===== src/rtl/echo_fifo_n.sv =====
module echo_fifo_n #(
  parameter int unsigned WIDTH = 32,
  parameter int unsigned DEPTH = 4,
  parameter int unsigned REPW  = 4,
  localparam int unsigned CW   = $clog2(DEPTH + 1),
  localparam int unsigned PW   = $clog2(DEPTH)
) (
  input  logic             CLK,
  input  logic             nRST,
  input  logic             respond_rule__ENA,
  output logic             respond_rule__RDY,
  input  logic             say__ENA,
  input  logic [WIDTH-1:0] say_v,
  input  logic [REPW-1:0]  say_reps,
  output logic             say__RDY,
  output logic             ind_heard__ENA,
  output logic [WIDTH-1:0] ind_heard_heard_v,
  input  logic             ind_heard__RDY,
  output logic [CW-1:0]    occupancy
);

  localparam logic [CW-1:0] FULL = CW'(DEPTH);

  logic [WIDTH-1:0] data_q [DEPTH];
  logic [REPW-1:0]  reps_q [DEPTH];
  logic [PW-1:0]    wr_ptr;
  logic [PW-1:0]    rd_ptr;
  logic [CW-1:0]    count;
  logic [REPW-1:0]  rep_cnt;

  logic             say_fire;
  logic             resp_fire;
  logic             rep_last;
  logic             pop;
  logic [REPW-1:0]  eff_reps;

  always_comb begin
    say__RDY          = (count < FULL);
    respond_rule__RDY = (count != '0) & ind_heard__RDY;
    say_fire          = say__ENA & say__RDY;
    resp_fire         = respond_rule__ENA & respond_rule__RDY;
    ind_heard__ENA    = resp_fire;
    ind_heard_heard_v = data_q[rd_ptr];
    rep_last          = (rep_cnt == (reps_q[rd_ptr] - REPW'(1)));
    pop               = resp_fire & rep_last;
    eff_reps          = (say_reps == '0) ? REPW'(1) : say_reps;
    occupancy         = count;
  end

  always_ff @(posedge CLK) begin
    if (nRST && say_fire) begin
      data_q[wr_ptr] <= say_v;
      reps_q[wr_ptr] <= eff_reps;
    end
  end

  always_ff @(posedge CLK) begin
    if (!nRST) begin
      wr_ptr  <= '0;
      rd_ptr  <= '0;
      count   <= '0;
      rep_cnt <= '0;
    end else begin
      if (say_fire) begin
        wr_ptr <= wr_ptr + PW'(1);
      end
      if (resp_fire) begin
        if (rep_last) begin
          rd_ptr  <= rd_ptr + PW'(1);
          rep_cnt <= '0;
        end else begin
          rep_cnt <= rep_cnt + REPW'(1);
        end
      end
      if (say_fire && !pop) begin
        count <= count + CW'(1);
      end else if (pop && !say_fire) begin
        count <= count - CW'(1);
      end
    end
  end

endmodule

===== config.mk =====
export PLATFORM = sky130hd
export DESIGN_NAME = echo_fifo_n
export DESIGN_NICKNAME = d
export VERILOG_FILES = /design/src/rtl/echo_fifo_n.sv
export SDC_FILE = /design/constraint.sdc
export NUM_CORES = 1
export LEC_CHECK = 0
export ABC_AREA = 1
export BUFFER_PORTS_ARGS = -buffer_cell sky130_fd_sc_hd__buf_2
export CAP_MARGIN = 5
export CORE_MARGIN = 4
export CORE_UTILIZATION = 40
export CTS_CLUSTER_DIAMETER = 120
export DETAILED_ROUTE_END_ITERATION = 8
export SYNTH_ARGS = -nofsm -noshare
export SYNTH_HDL_FRONTEND = slang
export SYNTH_SLANG_ARGS = --single-unit

===== constraint.sdc =====
create_clock -name CLK -period 7.3 [get_ports CLK]
set_input_delay 1.46 -clock CLK [delete_from_list [all_inputs] [get_ports CLK]]
set_output_delay 1.46 -clock CLK [all_outputs]
set_load 0.03 [all_outputs]

# --- Yosys cells after proc, flatten, opt, wreduce, memory -nomap -nowiden ---
# Memories as Yosys holds them, arrays and structs flattened. A register that Yosys moved wholly into a read port is not among the register bits.
# Cells that the tools add are included.
totals:
  reg_bits: 11
  mem_bits_rw: 144
  inputBits: 41
  mem_count: 2
memory_table:
  columns: ["memory", "depth", "word_bits", "rd", "rd_clocked_by_memory_dff", "write_ports", "line_no", "rtl"]
  rows:
  - ["data_q", 4, 32, 1, 1, 1, "24", "logic [WIDTH-1:0] data_q [DEPTH];"]
  - ["reps_q", 4, 4, 1, 1, 1, "25", "logic [REPW-1:0] reps_q [DEPTH];"]
classes:
  add_sub_neg: 6
  n_lt_le_gt_ge: 1
  eq_ne: 1
  n_mux: 10
  bitwise: 4
  n_reduce_logical: 9
ops:
  columns: ["operator", "count"]
  rows:
  - ["$mux W2", 4]
  - ["$mux W4", 2]
  - ["$mux W3", 2]
  - ["$add A2 B1 Y2 const B", 2]
  - ["$add A4 B1 Y4 const B", 1]
  - ["$and A1 B1 Y1", 4]
  - ["$eq A4 B4 Y1", 1]
  - ["$logic_not A4 Y1", 1]
  - ["$sub A4 B1 Y4 const B", 1]
  - ["$add A3 B1 Y3 const B", 1]
  - ["$logic_and A1 B1 Y1", 3]
  - ["$lt A3 B3 Y1 const B", 1]
  - ["$reduce_bool A3 Y1", 1]
  - ["$sub A3 B1 Y3 const B", 1]
  - ["$logic_not A1 Y1", 2]
  - ["$mux W1", 2]
  - ["$reduce_and A2 Y1", 1]
  - ["$reduce_bool A2 Y1", 1]

# --- Logic depth before layout (Yosys ltp) ---
logic_depth:
  word_depth: 7
  depth_mapped: 19
  ltp_nobuf: 18

# --- Worst setup path after synthesis ---
# OpenSTA, ideal clock, no wires.
synth_path:
  kind: "input to register"
  from: "in nRST"
  to: "mem data_q[0][0], enable pin"
  setup_ns: 0.429
  t_arrival_ns: 3.403
  required_time_ns: 6.871
  path_slack_ns: 3.468
  cell_stages: 3
  path_buffers: 1
  cell_sequence: "clkbuf_1 -> nand2_1 -> nor2_1"
synth_between:
  elab_chain_cells: 3
synth_lines:
  columns: ["element", "line_no", "rtl"]
  rows:
  - ["from (decl)", "9", "input logic nRST,"]
  - ["$logic_and A1 B1 Y1", "51", "if (nRST && say_fire) begin"]
  - ["$mux W1", "51", null]
  - ["$mux W1 (implied by the code)", "52", "data_q[wr_ptr] <= say_v;"]
  - ["to (decl)", "24", null]
# No other way between the ends.

==> report_table.html <==
<table>
<tr><th>Metric</th><th>Value</th></tr>
<tr><th colspan="2">Critical path</th></tr>
<tr><td>Endpoint of the lowest-slack register-to-register path</td><td>occupancy[1]</td></tr>
<tr><td>Critical path startpoint category</td><td>flop</td></tr>
<tr><td>Largest stage delay, worst path</td><td>790 ps</td></tr>
<tr><td>Critical Path, Cell by Cell</td><td>buf_4, inv_6, o21ai_0, o22ai_1, buf_2</td></tr>
<tr><td>Cell type group with the largest total delay on the critical path</td><td>buffers and inverters</td></tr>
<tr><td>R2R setup slack</td><td>3530 ps</td></tr>
<tr><td>Signal arrival time at the worst endpoint</td><td>2540 ps</td></tr>
<tr><td>Largest fanout on the critical path</td><td>between 70 and 80</td></tr>
<tr><td>Required time of the worst setup path</td><td>around 5800 ps</td></tr>
<tr><td>Count of buffering cells on the critical path with inverters included</td><td>3</td></tr>
<tr><td>Kind of critical path</td><td>flop to primary output</td></tr>
<tr><td>Register-to-Register Path Depth</td><td>16</td></tr>
<tr><td>Critical path endpoint category</td><td>primary output</td></tr>
<tr><td>CP max stage cell</td><td>dfxtp_2</td></tr>
<tr><th colspan="2">Clocking</th></tr>
<tr><td>Clock buffer depth</td><td>2</td></tr>
<tr><td>Clock net sink count</td><td>about 160</td></tr>
<tr><td>Count of hold-fix buffers inserted at cts</td><td>0</td></tr>
<tr><td>CTS tree</td><td>built</td></tr>
<tr><td>Number of gates resized after cts</td><td>0</td></tr>
<tr><td>Clock latency of the later-clocked register in the worst-skew pair</td><td>between 400 and 500 ps</td></tr>
<tr><td>Number of H-tree branching levels</td><td>4</td></tr>
<tr><td>Number of buffers created by CTS</td><td>17</td></tr>
<tr><td>Clock input transition at the sequential cells of the worst setup and hold paths</td><td>around 60 ps</td></tr>
<tr><td>Buffer type at the clock tree root</td><td>clkbuf_16</td></tr>
<tr><td>Buffer count from post-CTS setup fixing</td><td>0</td></tr>
<tr><th colspan="2">Finish</th></tr>
<tr><td>Fill count</td><td>about 1,300</td></tr>
<tr><td>Util after Layout</td><td>a little under half</td></tr>
<tr><td>Final instance area</td><td>between 7000 and 8000 sq um</td></tr>
<tr><td>Count of inserted antenna diode cells</td><td>0</td></tr>
<tr><td>Synthesis-to-layout area growth</td><td>17.3%</td></tr>
<tr><td>Combined area of the multi-input logic cells</td><td>roughly 1400 sq um</td></tr>
<tr><td>Ratio of cells with drive above 1 in the final layout</td><td>23.7%</td></tr>
<tr><td>Sequential cell area</td><td>between 4000 and 5000 sq um</td></tr>
<tr><td>Layout Nets</td><td>590</td></tr>
<tr><th colspan="2">Placement</th></tr>
<tr><td>Port bufs</td><td>between 70 and 80</td></tr>
<tr><td>Final HPWL from detailed placement</td><td>7210 um</td></tr>
<tr><td>Global placer's final weighted congestion</td><td>roughly 0.72</td></tr>
<tr><td>Placed inst area</td><td>just under 7000 sq um</td></tr>
<tr><th colspan="2">Timing</th></tr>
<tr><td>Count of endpoints failing setup in the final report</td><td>0</td></tr>
<tr><td>Slew Limit Headroom</td><td>a little under half</td></tr>
<tr><td>Unrepaired setup endpoints after global routing</td><td>false</td></tr>
<tr><td>Total Neg Setup Slack</td><td>0 ps</td></tr>
<tr><td>Tcrit/Tclk final</td><td>54.8%</td></tr>
<tr><td>Clock skew</td><td>10.6 ps</td></tr>
<tr><td>Worst-margin pin slew</td><td>approximately 820 ps</td></tr>
<tr><td>Final number of max-transition violations</td><td>0</td></tr>
<tr><td>Final number of hold-violating endpoints</td><td>0</td></tr>
<tr><td>Min Clock Period, post-route</td><td>around 4000 ps</td></tr>
<tr><td>Fmax</td><td>around 250 MHz</td></tr>
<tr><th colspan="2">Synth</th></tr>
<tr><td>Post-synthesis async set-or-reset flop share</td><td>0%</td></tr>
<tr><td>Syn_nets</td><td>a little over 500</td></tr>
<tr><td>Number of distinct library cells after synthesis</td><td>30</td></tr>
<tr><td>Share of synthesized area occupied by flip-flops and latches</td><td>roughly three quarters</td></tr>
<tr><td>Post-synth top flop</td><td>edfxtp_1</td></tr>
<tr><td>Cells after Synth</td><td>approximately 470</td></tr>
<tr><td>Number of synthesized flops with an enable pin</td><td>approximately 140</td></tr>
<tr><td>Synthesis Warnings</td><td>0</td></tr>
<tr><td>Summed instance area of the synthesized netlist</td><td>~6200 sq um</td></tr>
<tr><td>Synthesized area divided by synthesized cell count</td><td>approximately 13 sq um</td></tr>
<tr><td>Post-synthesis register bit count</td><td>between 150 and 200</td></tr>
<tr><th colspan="2">Hold path</th></tr>
<tr><td>WHS Path Cells</td><td>2</td></tr>
<tr><td>Startpoint of the most critical hold path</td><td>rd_ptr[1]</td></tr>
<tr><td>Min-Delay Path Class</td><td>flop to flop</td></tr>
<tr><th colspan="2">Floorplanning</th></tr>
<tr><td>Die boundary height</td><td>roughly 130 um</td></tr>
<tr><td>Overall die width</td><td>about 130 um</td></tr>
<tr><td>Core Area</td><td>~15,000 sq um</td></tr>
<tr><td>Starting density of the core</td><td>approximately two fifths</td></tr>
<tr><td>Die ar.</td><td>17,500 sq um</td></tr>
<tr><td>Number of top-level pins</td><td>79</td></tr>
<tr><td>Number of rows created at floorplan</td><td>45</td></tr>
<tr><th colspan="2">Global routing</th></tr>
<tr><td>Combined global-route utilization of all metal layers</td><td>roughly 15%</td></tr>
<tr><td>First-pass GRT wire length</td><td>19,500 um</td></tr>
<tr><td>Antenna violations before repair</td><td>0</td></tr>
<tr><td>Number of global-route vias before repair</td><td>between 3,000 and 4,000</td></tr>
<tr><td>Maximum number of pins on one net before global-route repair</td><td>73</td></tr>
<tr><td>Grt total ovfl</td><td>0</td></tr>
<tr><th colspan="2">Run</th></tr>
<tr><td>Max Cap Viol</td><td>0</td></tr>
<tr><th colspan="2">Drt</th></tr>
<tr><td>Detailed-router iteration count before antenna repair</td><td>4</td></tr>
<tr><td>Detail-routed net length per standard cell</td><td>approximately 17 um</td></tr>
<tr><td>WL final</td><td>about 12,000 um</td></tr>
<tr><td>Vias</td><td>between 3,000 and 4,000</td></tr>
<tr><td>First-iteration detailed-routing DRC count</td><td>239</td></tr>
<tr><td>Final routed DRC violation total</td><td>0</td></tr>
<tr><td>Routed vias/inst</td><td>5.08</td></tr>
<tr><td>Antenna violation net count after detailed routing</td><td>0</td></tr>
<tr><th colspan="2">Power and ir drop</th></tr>
<tr><td>Leakage power summed over all cells</td><td>2.62 nW</td></tr>
<tr><td>P per Cell Area</td><td>around 270 nW/um^2</td></tr>
<tr><td>Worst IR Drop VDD</td><td>roughly 200 uV</td></tr>
<tr><td>Power Total</td><td>1.93 mW</td></tr>
<tr><th colspan="2">Outcome</th></tr>
<tr><td>Status</td><td>completed</td></tr>
</table>
cell families (layout without fill, tap and decap cells):
| kind of cell | after synthesis | in the layout | share of synthesized area (%) |
|---|---|---|---|
| AO/OA/AOI/OAI | 109 | 109 | 9.62 |
| XOR/XNOR | 5 | 5 | 0.710 |
| adder cells (fa/ha/maj) | 8 | 8 | 1.75 |
| buffers and inverters | 45 | 128 | 3.23 |
| flip-flops | 157 | 157 | 74.4 |
| multiplexers | 1 | 1 | 0.162 |
| AND/OR/NAND/NOR | 140 | 140 | 10.2 |
through the flow:
stage / setup WS (ps) / hold slack, ps / cells
floorplan: 3470 / 464 / 465
global placement: 3640 / 478 / 710
detailed placement: 3500 / 479 / 710
CTS: 3210 / 492 / 736
global route: 3060 / 514 / 736
finish: 3300 / 491 / 736
sequential cells by signal (all words and copies together), names as in the netlist, named ones only:
name       flops
rd_ptr         2
data_q       128
rep_cnt        4
occupancy      3
wr_ptr         2
reps_q        16
report_power, final:
part | leakage [nW] | internal, mW | switching, mW
Clock | 0.240 | 0.451 | 0.300
Sequential | 1.41 | 1.02 | 0.0105
Combinational | 0.968 | 0.0422 | 0.105
Total | 2.62 | 1.51 | 0.416
routing by layer:
layer,up-vias,share of wire (%),GRT usage [%]
met5,-,0,0
met4,0,1.1,6.30
met3,10,6.1,4.31
met2,99,50,22.9
met1,1803,43,19.1
li1,1826,-,-
layout make-up:
type | instances | share of cell area (%)
multi-input combinational | 263 | 19.5
tap | 188 | 3.25
clock inverter | 6 | 0.710
clock buffer | 20 | 6.04
timing repair buffer | 83 | 5.92
inverter | 19 | 1.09
sequential | 157 | 63.5
synth_stat cells (4+ instances only):
cell,instances,area share (%)
dfxtp_1,13,4.2
o22ai_1,32,3.2
nor2_1,77,4.7
edfxtp_1,144,70
nand2_1,30,1.8
nand3_2,4,0.65
nand3_1,13,1.1
a21oi_1,6,0.49
xor2_1,4,0.57
nand2_2,7,0.71
inv_1,17,1.0
clkbuf_1,20,1.2
o21ai_0,69,5.6
ha_1,7,1.4
cells in the final DEF, fill, tap and decap left out, drive strengths merged, types with 5 or more instances in the layout:
master	instances
a21oi	8
buf	83
clkbuf	20
clkinv	5
dfxtp	13
edfxtp	144
ha	7
inv	19
nand2	40
nand3	17
nor2	79
o21ai	69
o22ai	32
worst reg2reg max path, stage by stage (launching register included):
cell	delay (ps)
dfxtp_2	790
buf_4	480
inv_6	260
nand2_1	180
nand3_2	80
nand2_2	130
ha_1	240
xnor2_1	130
nor2_1	100
nand3_1	120
nor2_4	160
nand2_4	80
ha_1	180
inv_1	90
fa_1	420
o21ai_0	160
a21oi_1	50
how the worst max path moves through the flow:
stage	start	to	cells after the start
3_3_place_gp	flop	occupancy[1]	16
4_1_cts	flop	ind_heard_heard_v[12]	5
3_5_place_dp	flop	occupancy[1]	16
2_1_floorplan	nRST	data_q[0][0]	3
6_report	flop	ind_heard_heard_v[6]	5
5_1_grt	flop	ind_heard_heard_v[12]	5
(Power assumes the default switching activity.)
